**src/rtl/mem_if_pkg.sv**
```systemverilog
// Shared definitions for the memory request interface.
// Holds the responder state encoding, burst-length constants, default bus
// widths and the address range helper.
package mem_if_pkg;

    localparam int LEN_W      = 3;   // width of req_len (beats minus one)
    localparam int MAX_BURST  = 8;   // largest burst, 2**LEN_W beats
    localparam int WAIT_W     = 3;   // wait-state counter width (0..7)
    localparam int DEF_ADDR_W = 16;
    localparam int DEF_DATA_W = 16;

    typedef enum logic [2:0] {
        ST_IDLE   = 3'd0,
        ST_WAIT   = 3'd1,
        ST_ACCESS = 3'd2,
        ST_RESP   = 3'd3,
        ST_WDATA  = 3'd4
    } state_t;

    // An address is out of range when any bit at or above depth_log2 is set.
    function automatic logic addr_out_of_range(input logic [31:0] addr,
                                               input int          depth_log2);
        return ((addr >> depth_log2) != 32'd0);
    endfunction

endpackage

```
**src/rtl/mem_sp_array.sv**
```systemverilog
// Single-port synchronous RAM with write enable and registered read.
// Contents are not reset.
// Ports:
//   clk     - clock
//   i_en    - access enable (read or write this cycle)
//   i_we    - 1 = write i_wdata, 0 = register the addressed word on o_rdata
//   i_addr  - word address
//   i_wdata - write data
//   o_rdata - read data, valid the cycle after a read access
module mem_sp_array #(
    parameter int DEPTH_LOG2 = 8,
    parameter int DATA_W     = 16
) (
    input  logic                  clk,
    input  logic                  i_en,
    input  logic                  i_we,
    input  logic [DEPTH_LOG2-1:0] i_addr,
    input  logic [DATA_W-1:0]     i_wdata,
    output logic [DATA_W-1:0]     o_rdata
);

    logic [DATA_W-1:0] r_mem [0:(32'd1 << DEPTH_LOG2) - 32'd1];
    logic [DATA_W-1:0] r_rdata;

    // Storage array: write when enabled, otherwise register the read word.
    always_ff @(posedge clk) begin
        if (i_en) begin
            if (i_we) begin
                r_mem[i_addr] <= i_wdata;
            end else begin
                r_rdata <= r_mem[i_addr];
            end
        end
    end

    assign o_rdata = r_rdata;

endmodule

```
**src/rtl/mem_responder.sv**
```systemverilog
// Memory-side responder for the multicycle processor memory port.
// Accepts single and burst (up to 8 beats) read/write requests, inserts
// WAIT_CYC wait states before each beat and services the beat against an
// internal single-port RAM. Each read beat produces a one-cycle response;
// a write request produces one response after its final beat.
// Ports:
//   clk, proc_rst            - clock, asynchronous active-high reset
//   req_valid/req_ready      - request handshake
//   req_write/addr/wdata/len - request attributes, first write beat data
//   wdata_valid/ready/wdata  - handshake for subsequent write beats
//   rsp_valid/rdata/last/err - response pulse and its payload
//   busy                     - high whenever the responder is not idle
module mem_responder
    import mem_if_pkg::*;
#(
    parameter int ADDR_W     = DEF_ADDR_W,
    parameter int DATA_W     = DEF_DATA_W,
    parameter int DEPTH_LOG2 = 8,
    parameter int WAIT_CYC   = 1
) (
    input  logic              clk,
    input  logic              proc_rst,
    input  logic              req_valid,
    output logic              req_ready,
    input  logic              req_write,
    input  logic [ADDR_W-1:0] req_addr,
    input  logic [DATA_W-1:0] req_wdata,
    input  logic [LEN_W-1:0]  req_len,
    input  logic              wdata_valid,
    output logic              wdata_ready,
    input  logic [DATA_W-1:0] wdata,
    output logic              rsp_valid,
    output logic [DATA_W-1:0] rsp_rdata,
    output logic              rsp_last,
    output logic              rsp_err,
    output logic              busy
);

    localparam logic [WAIT_W-1:0] WAIT_INIT = WAIT_W'(WAIT_CYC);
    // State entered at the start of every beat: skip WAIT when no wait states.
    localparam state_t ST_START = state_t'((WAIT_CYC > 0) ? ST_WAIT : ST_ACCESS);

    state_t              r_state;
    state_t              w_next;
    logic [ADDR_W-1:0]   r_addr;
    logic [DATA_W-1:0]   r_wdata;
    logic                r_write;
    logic [LEN_W-1:0]    r_len;
    logic [LEN_W-1:0]    r_beat;
    logic [WAIT_W-1:0]   r_wait;
    logic                r_err;
    logic                r_oor;     // current beat was out of range
    logic                w_oor;
    logic                w_last;
    logic                w_ram_en;
    logic                w_ram_we;
    logic [DATA_W-1:0]   w_ram_rdata;

    assign w_oor  = addr_out_of_range(32'(r_addr), DEPTH_LOG2);
    assign w_last = (r_beat == r_len);

    // Next-state decode.
    always_comb begin
        w_next = r_state;
        case (r_state)
            ST_IDLE: begin
                if (req_valid) begin
                    w_next = ST_START;
                end else begin
                    w_next = ST_IDLE;
                end
            end
            ST_WAIT: begin
                if (r_wait == 3'd1) begin
                    w_next = ST_ACCESS;
                end else begin
                    w_next = ST_WAIT;
                end
            end
            ST_ACCESS: begin
                if (!r_write || w_last) begin
                    w_next = ST_RESP;
                end else begin
                    w_next = ST_WDATA;
                end
            end
            ST_RESP: begin
                // Only read bursts continue after a response; writes answer once.
                if (!r_write && !w_last) begin
                    w_next = ST_START;
                end else begin
                    w_next = ST_IDLE;
                end
            end
            ST_WDATA: begin
                if (wdata_valid) begin
                    w_next = ST_START;
                end else begin
                    w_next = ST_WDATA;
                end
            end
            default: begin
                w_next = ST_IDLE;
            end
        endcase
    end

    // State register and request/beat datapath.
    always_ff @(posedge clk or posedge proc_rst) begin
        if (proc_rst) begin
            r_state <= ST_IDLE;
            r_addr  <= {ADDR_W{1'b0}};
            r_wdata <= {DATA_W{1'b0}};
            r_write <= 1'b0;
            r_len   <= {LEN_W{1'b0}};
            r_beat  <= {LEN_W{1'b0}};
            r_wait  <= {WAIT_W{1'b0}};
            r_err   <= 1'b0;
            r_oor   <= 1'b0;
        end else begin
            r_state <= w_next;
            case (r_state)
                ST_IDLE: begin
                    if (req_valid) begin
                        r_addr  <= req_addr;
                        r_wdata <= req_wdata;
                        r_write <= req_write;
                        r_len   <= req_len;
                        r_beat  <= {LEN_W{1'b0}};
                        r_wait  <= WAIT_INIT;
                        r_err   <= 1'b0;
                        r_oor   <= 1'b0;
                    end
                end
                ST_WAIT: begin
                    r_wait <= r_wait - 3'd1;
                end
                ST_ACCESS: begin
                    r_oor <= w_oor;
                    if (w_oor) begin
                        r_err <= 1'b1;   // sticky until the next request
                    end
                end
                ST_RESP: begin
                    if (!r_write && !w_last) begin
                        r_beat <= r_beat + 3'd1;
                        r_addr <= r_addr + ADDR_W'(1'b1);   // wraps naturally
                        r_wait <= WAIT_INIT;
                    end
                end
                ST_WDATA: begin
                    if (wdata_valid) begin
                        r_wdata <= wdata;
                        r_beat  <= r_beat + 3'd1;
                        r_addr  <= r_addr + ADDR_W'(1'b1);
                        r_wait  <= WAIT_INIT;
                    end
                end
                default: begin
                    r_wait <= {WAIT_W{1'b0}};
                end
            endcase
        end
    end

    // Out-of-range writes are dropped; the read port still cycles but its
    // data is masked in the response.
    assign w_ram_en = (r_state == ST_ACCESS);
    assign w_ram_we = w_ram_en && r_write && !w_oor;

    mem_sp_array #(
        .DEPTH_LOG2 (DEPTH_LOG2),
        .DATA_W     (DATA_W)
    ) u_ram (
        .clk     (clk),
        .i_en    (w_ram_en),
        .i_we    (w_ram_we),
        .i_addr  (r_addr[DEPTH_LOG2-1:0]),
        .i_wdata (r_wdata),
        .o_rdata (w_ram_rdata)
    );

    assign req_ready   = (r_state == ST_IDLE);
    assign busy        = (r_state != ST_IDLE);
    assign wdata_ready = (r_state == ST_WDATA);
    assign rsp_valid   = (r_state == ST_RESP);
    assign rsp_last    = rsp_valid && w_last;
    assign rsp_err     = rsp_valid && r_err;
    assign rsp_rdata   = (rsp_valid && !r_write && !r_oor) ? w_ram_rdata
                                                           : {DATA_W{1'b0}};

endmodule

```
**config.mk**
```make
export PLATFORM = sky130hd
export DESIGN_NAME = mem_responder
export DESIGN_NICKNAME = d
export VERILOG_FILES = /design/src/rtl/mem_if_pkg.sv /design/src/rtl/mem_sp_array.sv /design/src/rtl/mem_responder.sv
export SDC_FILE = /design/constraint.sdc
export NUM_CORES = 2
export LEC_CHECK = 0
export ABC_AREA = 0
export CAP_MARGIN = 20
export CORE_MARGIN = 2
export CORE_UTILIZATION = 60
export DETAILED_ROUTE_END_ITERATION = 8
export PLACE_DENSITY = 0.8
export REMOVE_ABC_BUFFERS = 1
export SYNTH_ARGS = -nofsm -noshare
export SYNTH_HDL_FRONTEND = slang
export SYNTH_SLANG_ARGS = --single-unit
```
**constraint.sdc**
```tcl
create_clock -name clk -period 4.66 [get_ports clk]
set_input_delay 0.932 -clock clk [delete_from_list [all_inputs] [get_ports clk]]
set_output_delay 0.932 -clock clk [all_outputs]
set_load 0.05 [all_outputs]
```
---- After elaboration in Yosys (flattened, before gate mapping) ----
Memory sizes are Yosys's and may differ from the RTL's. A register that Yosys moved wholly into a read port is not among the register bits.
Cells that the tools add are included.
word-level totals
  memory bits (writable) .................. 4096
  memories ................................ 1
  output and inout bits ................... 22
  input bits .............................. 56
  word-level logic and storage cells ...... 79
  bits in registers ....................... 47
memories
  name         words  bits a word  read ports  clocked after memory_dff  wr ports  RTL line            source
  u_ram.r_mem  256    16           1           1                         1         mem_sp_array.sv:22  logic [DATA_W-1:0] r_mem [0:(32'd1 << DEPTH_LOG2) - 32'd1];
operators by class
  add/sub/neg operators ................... 3
  bitwise logic cells ..................... 2
  equal/unequal tests ..................... 10
  reduce and logical (&&, ||, !) cells .... 25
  multiplexer cells ....................... 29
operators by type and width
  operator                                             count
  two-way mux 16 bit                                   6
  case mux 16 bit (3 select lines)                     1
  case mux 16 bit (2 select lines)                     1
  nonzero test 32 bit                                  1
  case mux 3 bit (5 select lines)                      2
  two-way mux 3 bit                                    8
  adder 16 x 1 -> 16 bit, second input constant        1
  case mux 3 bit (3 select lines)                      1
  AND reduction 4 bit                                  2
  logical AND 1 bit                                    7
  two-way mux 1 bit                                    7
  equality test 3 x 1 -> 1 bit, second input constant  2
  equality test 3 x 2 -> 1 bit, second input constant  2
  != test 2 bit, second input constant                 3
  AND reduction 2 bit                                  3
  AND reduction 3 bit                                  2
  nonzero test 3 bit                                   2
  zero test 1 bit                                      4
  case mux 1 bit (2 select lines)                      2
  nonzero test 2 bit                                   2
  adder 3 x 1 -> 3 bit, second input constant          1
  equality test 3 bit                                  1
  equality test 3 bit, second input constant           1
  zero test 3 bit                                      1
  other kinds (5)                                      6

---- Longest topological paths before layout ----
  word-level depth ........................ 6
  depth in mapped cells ................... 10
  mapped depth without buffers ............ 7

---- By module ----
Synthesis repeated with hierarchy kept, for this count alone.
unflattened totals
  cell total of the unflattened synthesis .. 7003
  area total of the unflattened synthesis .. 158147.9 um2
modules (own cells, without submodules)
  module         seq. area each (um2)  area an instance (um2)  cells an instance  instances
  mem_sp_array   123478.4              155236.4                6705               1
  mem_responder  1176.1                2911.5                  298                1

---- Worst setup path before layout ----
OpenSTA, ideal clock, no wires.
  path type ............................... register -> register
  from .................................... register r_wdata[0]
  to ...................................... memory u_ram.r_mem[0][0] (data pin)
  buffers on the path ..................... 0
  period minus slack after synthesis ...... 3.987 ns
  setup time .............................. 0.804 ns
  slack ................................... 0.673 ns
  cell stages (with the launch flop) ...... 1
  arrival time ............................ 3.183 ns
  data required time ...................... 3.856 ns
  cells stage by stage .................... dfrtp_1
RTL lines
  element                 RTL line              source
  start, declared         mem_responder.sv:46   logic [DATA_W-1:0] r_wdata;
  start signal, assigned  mem_responder.sv:113  r_wdata <= {DATA_W{1'b0}};
  start signal, assigned  mem_responder.sv:126  r_wdata <= req_wdata;
  start signal, assigned  mem_responder.sv:153  r_wdata <= wdata;
  end, declared           mem_sp_array.sv:22
Straight into the memory's write port.

==> run summary <==
Clock Skew: 96.73 ps
Highest Clock Rate: 216.3 MHz
utilization after layout: 68.47%
outcome: complete, no violations
Multi-input gate area: 31560 sq um
RSZ-0062 raised after global routing: no
Gate Count Post-Synth: 7004
largest net degree at the start of global routing: 185
syn_area_per_cell: 22.56 sq um
Critical Path Sink Type: register
post-synthesis instance area: 158000 sq um
fillers: 14430
pre-CTS setup slack: 50.96 ps
most frequent CP cell: buf_12
slowest cell on the critical path: o41ai_1
Num CTS Buffers: 394
IO Count: 78
Die ar.: 267500 sq um
Buf/Inv on CP: 4
commonest non-fill, non-tap cell in the layout: edfxtp_1
Final Hold Fails: 0
Clock Sinks: 4159
Clock Latency Late Sink: 950 ps
Worst path max stage delay: 1030 ps
GRT Residual Overflow: 0
Final min period: 4623 ps
Final GP Congestion: 0.9007
Synth area leader: edfxtp_1
initial antenna violation count: 33
detailed placement HPWL: 241.2 mm
IO buf count: 77
FF/Latch Area: 124700 sq um
relative slew slack: 3.724%
Power Total: 112.3 mW
# setup viols final: 0
Hold Buf Count CTS: 0
vias in the first global route: 83870
Least-Margin Pin Slew: 1444 ps
Final Cycle Share: 99.20%
Final #Nets: 7729
sequential share of the synthesized area: 78.88%
area delta synth->final: 13.64%
chip height: 517.2 microns
layout cell share with drive strength beyond 1: 28.20%
Yosys warning count: 0
CTS Root Cell: clkbuf_16
DR vias/cell: 7.438
1st-pass router iterations: 9
most frequent cells in the layout: 4112 x edfxtp_1, 1024 x mux4_2, 539 x buf_4
Die X-Extent: 517.2 microns
CP Cell Sequence: buf_12 -> buf_12 -> buf_12 -> mux4_2 -> a22oi_1 -> a21oi_1 -> o41ai_1 -> buf_4 -> nand4_1
Distinct cells, synth: 44
Placement Rows: 188
Total GRT Usage: 33.78%
asr flop ratio synth: 1.130%
first-pass GRT wire length: 632.6 mm
WL/cell: 39.62 microns
CTS tree: done
max_cap viols: 0
Most used DFF post-synth: edfxtp_1
Crit path arrival time: 5290 ps
Vias: 85800
Final WS setup: 37.13 ps
Max Buffers Root-to-Sink: 4
number of DRC markers in iteration 0: 16380
Post-Route WL: 457.0 mm
Pwr Density: 625.4 nW/um^2
main area contributors after synthesis: edfxtp_1 78%, mux4_2 15%, a22oi_1 2.4%, a21oi_1 0.88%, dfrtp_1 0.74%
register bit total from synthesis: 4159
Post-synth EDFFs: 4112
Initial Util: 60.25%
Final Max Slew Viols: 0
Placeable Area: 262300 sq um
WS Path Type: register to register
CP Launch Type: register
Peak VDD IR: 1961 uV
final hold slack: 297.7 ps
Final ANT Viol Nets: 0
Critical Path RT: 5320 ps
DRC Markers: 0
HP Class: primary input to async pin
Clock transition at path regs: 70 ps
H-tree depth: 5
critical path's top delay family: compound AO/OA/AOI/OAI gates
crit path max fanout: 53
Pleak: 56.60 nW
top-area cell type share of the netlist area: 78.14%
-- per-layer routing --
| metal | routed length, microns | global-route usage, % |
|---|---|---|
| met1 | 141500 | 43.61 |
| met2 | 217200 | 52.98 |
| met3 | 64240 | 8.839 |
| met4 | 33940 | 18.80 |
| met5 | 152 | 0 |
-- power breakdown --
| group | total (mW) | internal (mW) | switching (mW) |
|---|---|---|---|
| registers | 48.4 | 46.5 | 1.91 |
| logic | 32.3 | 11.5 | 20.7 |
| clock network | 31.6 | 17.4 | 14.2 |
| total | 112 | 75.4 | 36.9 |
-- flip-flops by register name, indices dropped and copies added, names as in the netlist, 3 cells and up --
| signal | cells |
|---|---|
| r_state | 3 |
| r_len | 3 |
| r_wait | 3 |
| r_addr | 16 |
| u_ram.r_mem | 4096 |
| r_beat | 3 |
| u_ram.o_rdata | 16 |
| r_wdata | 16 |
-- cells by family after synthesis --
group / synth area share [%]
AO/OA/AOI/OAI: 3.922
AND/OR/NAND/NOR: 1.151
multiplexers: 14.74
buffers and inverters: 1.237
XOR/XNOR: 0.01663
adder cells (fa/ha/maj): 0.05542
flip-flops: 78.88
-- per-stage QoR --
step / instances / setup TNS (ps) / instance area (sq um)
after global placement: 10770 / -126.8 / 166900
after floorplan: 6573 / - / 156100
after detailed placement: 10780 / 0 / 166900
after CTS: 11490 / 0 / 179300
after global routing: 11520 / 0 / 179500
final: 11530 / 0 / 179600
-- Yosys cell counts (all sizes together), types with 3 or more instances --
master / instances
mux4: 1024
nor2: 278
inv: 14
edfxtp: 4112
mux2: 6
o41ai: 66
xnor2: 3
dfrtp: 47
a22oi: 514
nand2: 56
or4: 3
mux2i: 16
nand3: 27
nor2b: 6
ha: 7
clkbuf: 248
a21oi: 277
buf: 183
nand4: 19
nor3: 7
o22ai: 6
o21ai: 42
a31oi: 3
and2: 20
-- worst paths after layout --
| path | start | to | slack, ps | depth (start not counted) |
|---|---|---|---|---|
| setup / recovery | r_addr[1]$_DFFE_PP0P_ | u_ram.o_rdata[7]$_DFFE_PP_ | 40 | 9 |
| hold / removal | proc_rst | r_wdata[12]$_DFFE_PP0P_ | 300 | 2 |
| setup reg to reg | r_addr[1]$_DFFE_PP0P_ | u_ram.o_rdata[7]$_DFFE_PP_ | 40 | 9 |
| hold reg to reg | r_err$_DFFE_PP0P_ | r_err$_DFFE_PP0P_ | 500 | 1 |
| max in group asynchronous | proc_rst | r_addr[1]$_DFFE_PP0P_ | 3400 | 3 |
| min in group clk | r_err$_DFFE_PP0P_ | r_err$_DFFE_PP0P_ | 500 | 1 |
-- area by class of cell --
| cell class | count | share of cell area, % |
|---|---|---|
| inverter | 14 | 0.02926 |
| timing repair buffer | 697 | 3.548 |
| multi-input combinational | 2400 | 17.58 |
| sequential | 4159 | 69.45 |
| tap | 3515 | 2.449 |
| antenna | 38 | 0.05295 |
| clock buffer | 487 | 5.701 |
| clock inverter | 224 | 1.191 |
-- timing repair --
item | in CTS | in global routing
setup buffers | 0 | 1
resized for setup | 1 | 1
cloned | 0 | 0
setup endpoints to repair | 1 | 2
(Power assumes the default switching activity.)
